**src/rtl/rvfi_retire_serializer_if.sv**
```systemverilog
// Bundle of the multi-channel RVFI retirement input and the single-channel output
// of rvfi_retire_serializer; master = core/consumer side, slave = serializer.
interface rvfi_retire_serializer_if #(
    parameter int NRET = 2,
    parameter int XLEN = 32
);
    logic [NRET-1:0]      in_valid;
    logic [64*NRET-1:0]   in_order;
    logic [32*NRET-1:0]   in_insn;
    logic [NRET-1:0]      in_trap;
    logic [NRET-1:0]      in_halt;
    logic [NRET-1:0]      in_intr;
    logic [XLEN*NRET-1:0] in_pc_rdata;
    logic [XLEN*NRET-1:0] in_pc_wdata;

    logic                 out_valid;
    logic                 out_ready;
    logic [63:0]          out_order;
    logic [31:0]          out_insn;
    logic                 out_trap;
    logic                 out_halt;
    logic                 out_intr;
    logic [XLEN-1:0]      out_pc_rdata;
    logic [XLEN-1:0]      out_pc_wdata;
    logic                 overflow;
    logic                 order_err;

    modport master (
        output in_valid, in_order, in_insn, in_trap, in_halt, in_intr,
               in_pc_rdata, in_pc_wdata, out_ready,
        input  out_valid, out_order, out_insn, out_trap, out_halt, out_intr,
               out_pc_rdata, out_pc_wdata, overflow, order_err
    );

    modport slave (
        input  in_valid, in_order, in_insn, in_trap, in_halt, in_intr,
               in_pc_rdata, in_pc_wdata, out_ready,
        output out_valid, out_order, out_insn, out_trap, out_halt, out_intr,
               out_pc_rdata, out_pc_wdata, overflow, order_err
    );
endinterface

```
**src/rtl/rvfi_retire_serializer.sv**
```systemverilog
// Serializes up to NRET RVFI retirements per cycle into a one-per-cycle stream via a FIFO.
// Optional order-continuity checker enabled by defining RVFI_SERIALIZER_ORDER_CHECK_EN.
module rvfi_retire_serializer #(
    parameter int NRET  = 2,
    parameter int XLEN  = 32,
    parameter int DEPTH = 8
) (
    input logic                    clock,
    input logic                    reset,
    rvfi_retire_serializer_if.slave bus
);
    localparam int PW = $clog2(DEPTH);
    localparam int CW = $clog2(DEPTH + 1);

    typedef struct packed {
        logic [63:0]     order;
        logic [31:0]     insn;
        logic            trap;
        logic            halt;
        logic            intr;
        logic [XLEN-1:0] pc_rdata;
        logic [XLEN-1:0] pc_wdata;
    } entry_t;

    entry_t        mem_q [DEPTH];
    entry_t        mem_d [DEPTH];
    logic [PW-1:0] wr_ptr_q, wr_ptr_d;
    logic [PW-1:0] rd_ptr_q, rd_ptr_d;
    logic [PW-1:0] slot;
    logic [CW-1:0] count_q, count_d;
    logic          overflow_q, overflow_d;
    logic [CW-1:0] npush;
    logic          accept;
    logic          pop;
    entry_t        head;

    function automatic logic [CW-1:0] popcount(input logic [NRET-1:0] v);
        logic [CW-1:0] n;
        n = '0;
        for (int k = 0; k < NRET; k++) n = n + CW'(v[k]);
        return n;
    endfunction

    // Acceptance uses the occupancy at the start of the cycle; a same-cycle pop frees nothing.
    always_comb begin
        npush  = popcount(bus.in_valid);
        accept = (CW'(DEPTH) - count_q) >= npush;
        head   = mem_q[rd_ptr_q];
        pop    = bus.out_valid && bus.out_ready;
    end

    // Valid channels pack into consecutive slots, lowest channel (oldest) first.
    always_comb begin
        mem_d    = mem_q;
        wr_ptr_d = wr_ptr_q;
        slot     = wr_ptr_q;
        if (accept && !reset) begin
            for (int k = 0; k < NRET; k++) begin
                if (bus.in_valid[k]) begin
                    mem_d[slot].order    = bus.in_order[64*k +: 64];
                    mem_d[slot].insn     = bus.in_insn[32*k +: 32];
                    mem_d[slot].trap     = bus.in_trap[k];
                    mem_d[slot].halt     = bus.in_halt[k];
                    mem_d[slot].intr     = bus.in_intr[k];
                    mem_d[slot].pc_rdata = bus.in_pc_rdata[XLEN*k +: XLEN];
                    mem_d[slot].pc_wdata = bus.in_pc_wdata[XLEN*k +: XLEN];
                    slot                 = slot + PW'(1);
                end
            end
            wr_ptr_d = slot;
        end
    end

    always_comb begin
        rd_ptr_d   = pop ? rd_ptr_q + PW'(1) : rd_ptr_q;
        count_d    = count_q + (accept ? npush : '0) - CW'(pop);
        overflow_d = overflow_q | !accept;
    end

    always_ff @(posedge clock) begin
        if (reset) begin
            wr_ptr_q   <= '0;
            rd_ptr_q   <= '0;
            count_q    <= '0;
            overflow_q <= 1'b0;
        end else begin
            wr_ptr_q   <= wr_ptr_d;
            rd_ptr_q   <= rd_ptr_d;
            count_q    <= count_d;
            overflow_q <= overflow_d;
        end
    end

    // FIFO storage carries no reset; occupancy alone decides what is live.
    always_ff @(posedge clock) begin
        mem_q <= mem_d;
    end

    assign bus.out_valid    = (count_q != '0) && !reset;
    assign bus.out_order    = head.order;
    assign bus.out_insn     = head.insn;
    assign bus.out_trap     = head.trap;
    assign bus.out_halt     = head.halt;
    assign bus.out_intr     = head.intr;
    assign bus.out_pc_rdata = head.pc_rdata;
    assign bus.out_pc_wdata = head.pc_wdata;
    assign bus.overflow     = overflow_q;

`ifdef RVFI_SERIALIZER_ORDER_CHECK_EN
    logic [63:0] exp_order_q, exp_order_d;
    logic        seen_q, seen_d;
    logic        order_err_q, order_err_d;

    // The first pop after reset only seeds the expected order.
    always_comb begin
        exp_order_d = exp_order_q;
        seen_d      = seen_q;
        order_err_d = order_err_q;
        if (pop) begin
            if (seen_q && (head.order != exp_order_q)) order_err_d = 1'b1;
            exp_order_d = head.order + 64'd1;
            seen_d      = 1'b1;
        end
    end

    always_ff @(posedge clock) begin
        if (reset) begin
            exp_order_q <= '0;
            seen_q      <= 1'b0;
            order_err_q <= 1'b0;
        end else begin
            exp_order_q <= exp_order_d;
            seen_q      <= seen_d;
            order_err_q <= order_err_d;
        end
    end

    assign bus.order_err = order_err_q;
`else
    assign bus.order_err = 1'b0;
`endif
endmodule
```
**src/flat_wrapper.sv**
```systemverilog
// flat-port wrapper written by rule: the top's interface ports become plain ports
module rvfi_retire_serializer_flat 
#(
    parameter int NRET  = 2,
    parameter int XLEN  = 32,
    parameter int DEPTH = 8
)
  (clock, reset, bus_in_valid, bus_in_order, bus_in_insn, bus_in_trap, bus_in_halt, bus_in_intr, bus_in_pc_rdata, bus_in_pc_wdata, bus_out_ready, bus_out_valid, bus_out_order, bus_out_insn, bus_out_trap, bus_out_halt, bus_out_intr, bus_out_pc_rdata, bus_out_pc_wdata, bus_overflow, bus_order_err);
  rvfi_retire_serializer_if #(.NRET(NRET), .XLEN(XLEN)) bus_i ();
  input logic clock;
  input logic reset;
  input wire logic [$bits(bus_i.in_valid)-1:0] bus_in_valid;
  input wire logic [$bits(bus_i.in_order)-1:0] bus_in_order;
  input wire logic [$bits(bus_i.in_insn)-1:0] bus_in_insn;
  input wire logic [$bits(bus_i.in_trap)-1:0] bus_in_trap;
  input wire logic [$bits(bus_i.in_halt)-1:0] bus_in_halt;
  input wire logic [$bits(bus_i.in_intr)-1:0] bus_in_intr;
  input wire logic [$bits(bus_i.in_pc_rdata)-1:0] bus_in_pc_rdata;
  input wire logic [$bits(bus_i.in_pc_wdata)-1:0] bus_in_pc_wdata;
  input wire logic [$bits(bus_i.out_ready)-1:0] bus_out_ready;
  output wire logic [$bits(bus_i.out_valid)-1:0] bus_out_valid;
  output wire logic [$bits(bus_i.out_order)-1:0] bus_out_order;
  output wire logic [$bits(bus_i.out_insn)-1:0] bus_out_insn;
  output wire logic [$bits(bus_i.out_trap)-1:0] bus_out_trap;
  output wire logic [$bits(bus_i.out_halt)-1:0] bus_out_halt;
  output wire logic [$bits(bus_i.out_intr)-1:0] bus_out_intr;
  output wire logic [$bits(bus_i.out_pc_rdata)-1:0] bus_out_pc_rdata;
  output wire logic [$bits(bus_i.out_pc_wdata)-1:0] bus_out_pc_wdata;
  output wire logic [$bits(bus_i.overflow)-1:0] bus_overflow;
  output wire logic [$bits(bus_i.order_err)-1:0] bus_order_err;
  assign bus_i.in_valid = bus_in_valid;
  assign bus_i.in_order = bus_in_order;
  assign bus_i.in_insn = bus_in_insn;
  assign bus_i.in_trap = bus_in_trap;
  assign bus_i.in_halt = bus_in_halt;
  assign bus_i.in_intr = bus_in_intr;
  assign bus_i.in_pc_rdata = bus_in_pc_rdata;
  assign bus_i.in_pc_wdata = bus_in_pc_wdata;
  assign bus_i.out_ready = bus_out_ready;
  assign bus_out_valid = bus_i.out_valid;
  assign bus_out_order = bus_i.out_order;
  assign bus_out_insn = bus_i.out_insn;
  assign bus_out_trap = bus_i.out_trap;
  assign bus_out_halt = bus_i.out_halt;
  assign bus_out_intr = bus_i.out_intr;
  assign bus_out_pc_rdata = bus_i.out_pc_rdata;
  assign bus_out_pc_wdata = bus_i.out_pc_wdata;
  assign bus_overflow = bus_i.overflow;
  assign bus_order_err = bus_i.order_err;
  rvfi_retire_serializer #(.NRET(NRET), .XLEN(XLEN), .DEPTH(DEPTH)) u_core (.clock(clock), .reset(reset), .bus(bus_i));
endmodule
```
**config.mk**
```make
export PLATFORM = sky130hd
export DESIGN_NAME = rvfi_retire_serializer_flat
export DESIGN_NICKNAME = d
export VERILOG_FILES = /design/src/rtl/rvfi_retire_serializer_if.sv /design/src/rtl/rvfi_retire_serializer.sv /design/src/flat_wrapper.sv
export SDC_FILE = /design/constraint.sdc
export NUM_CORES = 2
export LEC_CHECK = 0
export ABC_CLOCK_PERIOD_IN_PS = 169000
export CORE_MARGIN = 2
export CORE_UTILIZATION = 39
export CTS_CLUSTER_SIZE = 12
export DETAILED_ROUTE_END_ITERATION = 10
export GPL_ROUTABILITY_DRIVEN = 1
export SLEW_MARGIN = 25
export SYNTH_ARGS = -nofsm -noshare
export SYNTH_HDL_FRONTEND = slang
export SYNTH_SLANG_ARGS = --single-unit
```
**constraint.sdc**
```tcl
create_clock -name clock -period 169 [get_ports clock]
set_clock_uncertainty 0.2 [all_clocks]
set_input_delay 33.8 -clock clock [delete_from_list [all_inputs] [get_ports clock]]
set_output_delay 33.8 -clock clock [all_outputs]
set_load 0.05 [all_outputs]
```
## After elaboration in Yosys (flattened, before gate mapping)

Index checks and enable logic that the tools add are counted.

- Reductions and logical operators: 8
- Add/sub/neg operators: 7
- Magnitude comparators: 6
- Muxes and demuxes: 52
- Bitwise gates (word level): 4

Operators by type and width:

| operator | count |
|---|---|
| bitwise mux 1304 bit | 14 |
| demux 163 bit (select 3 bit) | 14 |
| 2-to-1 mux 1304 bit | 3 |
| 2-to-1 mux 163 bit | 4 |
| binary-select mux 163 bit (select 3 bit) | 1 |
| 2-to-1 mux 99 bit | 2 |
| 2-to-1 mux 67 bit | 2 |
| 2-to-1 mux 66 bit | 2 |
| 2-to-1 mux 65 bit | 2 |
| 2-to-1 mux 64 bit | 2 |
| 2-to-1 mux 32 bit | 2 |
| greater-or-equal comparator 4 bit, second input constant | 3 |
| NOT 3 -> 4 bit | 3 |
| adder 3 x 1 -> 3 bit, second input constant | 3 |
| 2-to-1 mux 3 bit | 3 |
| less-than comparator 4 x 1 -> 1 bit, second input constant | 2 |
| logical AND 1 bit | 5 |
| adder 4 bit | 1 |
| greater-or-equal comparator 4 bit | 1 |
| 2-to-1 mux 4 bit | 1 |
| nonzero test 4 bit | 1 |
| subtractor 4 x 1 -> 4 bit | 1 |
| subtractor 4 bit, first input constant | 1 |
| adder 1 x 1 -> 2 bit | 1 |
| 2 further kinds | 3 |

- Flip-flop bits (word level): 1315
- Word-level logic and storage cells: 137

## Longest topological paths before layout

- Depth in word-level cells: 22
- Mapped depth: 13

## Worst setup path before layout

OpenSTA, ideal clock, no wires.

- Kind: input port to flip-flop
- Start point: input bus_in_valid[0]
- End point: register u_core.mem_q[0] (netlist bit) (enable)
- Path slack: 61.034 ns
- Library setup time: 3.766 ns
- Data arrival time: 104.000 ns
- Stages: 5
- Path through: ha_1 inv_1 ha_1 nor2_1 a31oi_1

- Word-level cells in the longest chain between the ends: 3

Ends and longest elaborated chain:

| what | RTL line | source |
|---|---|---|
| start, declared | flat_wrapper.sv:12 | `input wire logic [$bits(bus_i.in_valid)-1:0] bus_in_valid;` |
| adder 1 x 1 -> 2 bit | rvfi_retire_serializer.sv:40 | `for (int k = 0; k < NRET; k++) n = n + CW'(v[k]);` |
| greater-or-equal comparator 4 bit | rvfi_retire_serializer.sv:47 | `accept = (CW'(DEPTH) - count_q) >= npush;` |
| logical AND 1 bit | rvfi_retire_serializer.sv:57 | `if (accept && !reset) begin` |
| end signal, assigned | rvfi_retire_serializer.sv:96 | `mem_q <= mem_d;` |
| end, declared | rvfi_retire_serializer.sv:25 | `entry_t mem_q [DEPTH];` |

No other way between the ends.
A chain may end at the register's enable or synchronous reset.

## Worst setup path in the final report

- Start point: input reset
- End point: output bus_out_valid

- Word-level cells in the longest chain between the ends: 2

Ends and longest elaborated chain:

| what | RTL line | source |
|---|---|---|
| start, declared | flat_wrapper.sv:11 | `input logic reset;` |
| logical NOT 1 bit | rvfi_retire_serializer.sv:99 | `assign bus.out_valid = (count_q != '0) && !reset;` |
| logical AND 1 bit | rvfi_retire_serializer.sv:99 |  |
| end, declared | flat_wrapper.sv:21 | `output wire logic [$bits(bus_i.out_valid)-1:0] bus_out_valid;` |

No other way between the ends.

==> flow_metrics.tcl <==
set metrics [dict create \
    ys_seq_area_share_pct 50.1 \
    drive_gt1_share_pct 33.4 \
    cts_inserted_buffers 160 \
    synthToLayoutAreaGrowth_pct 15.4 \
    firstDrtPassIters 8 \
    status "complete, no violations" \
    critPathLaunchType "input pin" \
    synth_ff_type "edfxtp_1" \
    die_area_um2 205000 \
    cts.clk_slew.worst_paths_ns 0.06 \
    nets 6274 \
    gp_congestion 0.770 \
    grt_pass1_wl_mm 337 \
    crit_type "in2out" \
    tightestPinTransition_ns 1.10 \
    crit_fanout 17 \
    ant_nets 0 \
    power.leakage_nw 31.0 \
    setup_viol 0 \
    synthCells 5640 \
    htree_levels 4 \
    rsz0062_at_grt "false" \
    grtUsageTotal_pct 21.9 \
    pre_cts_ws_ns 99.15 \
    fin_setup_tns_ns 0 \
    critPathArrivalTime_ns 35.86 \
    post_cts_buffers 0 \
    end_kind "output port" \
    ys_warn_count 0 \
    layout_setup_ws_ns 99.14 \
    most-common-layout-cells "mux2_2, edfxtp_1, nor2_1" \
    maxCapViolCount 0 \
    drv_slew 0 \
    cts_tree "built" \
    finalPower_mw 1.73 \
    ys_ff_latch 1315 \
    hold_depth 2 \
    cts_resized 0 \
    period_share_pct 41.3 \
    hold_violations 0 \
    min_path_type "reg2reg" \
    postLayoutCoreUtil_pct 45.3 \
    grt_pass1_vias 49833 \
    rows 164 \
    max_slew_margin_pct 27.0 \
    post-route-drc-count 0 \
    crit_required_ns 135.00 \
    vias_per_cell 5.66 \
    drtIter0Drc 4006 \
    vdd_drop_max_uv 12.5 \
    clk_latency_ns 0.82 \
    clkSinkCount 1315 \
    syn_nets 5985 \
    initial_core_util_pct 39.3 \
    io_pins 497 \
    io_buffers 495 \
    clock_path_buffers 3 \
    syn_area_per_cell_um2 13.9 \
    fmax_mhz 14.3 \
    cts_root_buffer "clkbuf_16" \
    die_h_um 453 \
    async_flop_share_pct 0 \
    grt_max_degree 173 \
    finalWirelength_mm 231 \
    period_minus_slack_ns 69.86 \
    wl_per_cell_um 26.5 \
    yosysUniqueCellTypes 50 \
    p_per_area_nw_per_um2 19.1 \
    dp_hpwl_mm 125 \
    vias 49370 \
    postCtsHoldBufs 0 \
    overflow 0 \
    die_x_um 453 \
    final_common_cell "mux2_2" \
    r2r_cells 10 \
    syn-cell-area_um2 78600 \
    antenna_found_initial 56 \
    coreArea_um2 200000 \
    synth-edff-count 1304 \
]
[kinds of logic (layout without fill, tap and decap cells)]
family,after synthesis,in the layout,share of synthesized area [%]
multiplexers,2448,2448,38.7
flip-flops,1315,1315,50.1
AND/OR/NAND/NOR,706,706,3.50
AO/OA/AOI/OAI,673,673,4.36
buffers and inverters,474,884,2.97
adder cells (fa/ha/maj),14,14,0.232
XOR/XNOR,9,9,0.100
other,1,22,0.00477
[Yosys cell counts (2+ instances only)]
| cell | count | area, um2 |
|---|---|---|
| ha_1 | 13 | 163 |
| nand2_1 | 8 | 30.0 |
| nand3b_1 | 4 | 30.0 |
| buf_6 | 15 | 169 |
| xnor2_1 | 6 | 52.6 |
| o221ai_1 | 2 | 17.5 |
| buf_2 | 250 | 1250 |
| buf_4 | 30 | 225 |
| mux2_2 | 1378 | 15500 |
| mux4_2 | 326 | 7340 |
| nand3_1 | 3 | 15.0 |
| or2_2 | 2 | 12.5 |
| edfxtp_1 | 1304 | 39200 |
| nor3b_1 | 2 | 15.0 |
| xor2_1 | 3 | 26.3 |
| buf_1 | 42 | 158 |
| clkbuf_1 | 122 | 458 |
| mux2i_1 | 653 | 6540 |
| nor3_1 | 5 | 25.0 |
| and3b_1 | 2 | 17.5 |
| nand4_1 | 5 | 31.3 |
| inv_1 | 14 | 52.6 |
| and3_1 | 2 | 12.5 |
| mux2_1 | 91 | 1020 |
| dfxtp_1 | 11 | 220 |
| a31oi_1 | 3 | 18.8 |
| o21ai_0 | 2 | 10.0 |
| nor2_1 | 661 | 2480 |
| o2111ai_1 | 2 | 17.5 |
| a21oi_1 | 656 | 3280 |
| nor2b_1 | 4 | 25.0 |
[report_power, final]
part	switching (mW)	internal [mW]	total, mW
logic	0.388	0.349	0.737
registers	0.0723	0.590	0.663
clock network	0.146	0.188	0.333
[sequential cells by signal, summed over array words and instances, names as in the netlist]
signal,flops
u_core.bus.overflow,1
u_core.count_q,4
u_core.mem_q,1304
u_core.rd_ptr_q,3
u_core.wr_ptr_q,3
[area by class of cell]
| type | count | area, um2 |
|---|---|---|
| Multi-Input combinational cell | 3851 | 37000 |
| Clock buffer | 206 | 4220 |
| Tap cell | 2656 | 3320 |
| Clock inverter | 77 | 696 |
| Inverter | 14 | 52.6 |
| Sequential cell | 1315 | 39400 |
| Fill cell | 17974 | 109000 |
| Timing Repair Buffer | 587 | 5930 |
| Antenna cell | 21 | 52.6 |
[path summary, 6_finish.rpt]
| path | slack [ns] | from | endpoint |
|---|---|---|---|
| worst max-delay path | 99.14 | reset | bus_out_valid |
| worst min-delay path | 0.25 | u_core.bus.overflow | u_core.bus.overflow |
| worst max register to register | 162.24 | u_core.count_q[0] | u_core.mem_q[1084] |
| worst min register to register | 0.25 | u_core.bus.overflow | u_core.bus.overflow |
[through the flow]
| step | std cells | hold slack [ns] | area (um2) |
|---|---|---|---|
| finish | 8727 | 0.252 | 90700 |
| global route | 8721 | 0.287 | 90700 |
| CTS | 8704 | 0.254 | 90600 |
| detailed placement | 8421 | 0.246 | 85700 |
| global placement | 8419 | 0.239 | 85600 |
| floorplan | 5640 | 0.357 | 78600 |
[layer usage]
layer	track usage, %	wire, um	vias to the layer above	part of all wire [%]
li1	-	-	22641	-
met1	28.2	97200	25035	42
met2	37.3	115000	1300	50
met4	6.38	5610	50	2.4
met3	4.23	13100	344	5.6
met5	0	318	-	0.14
[critical path: stages]
cell and delay, ns:
clkdlybuf4s50_1 0.74, a21oi_1 0.44, clkdlybuf4s50_1 0.87
Note: power is estimated with default switching activity, not from simulation.
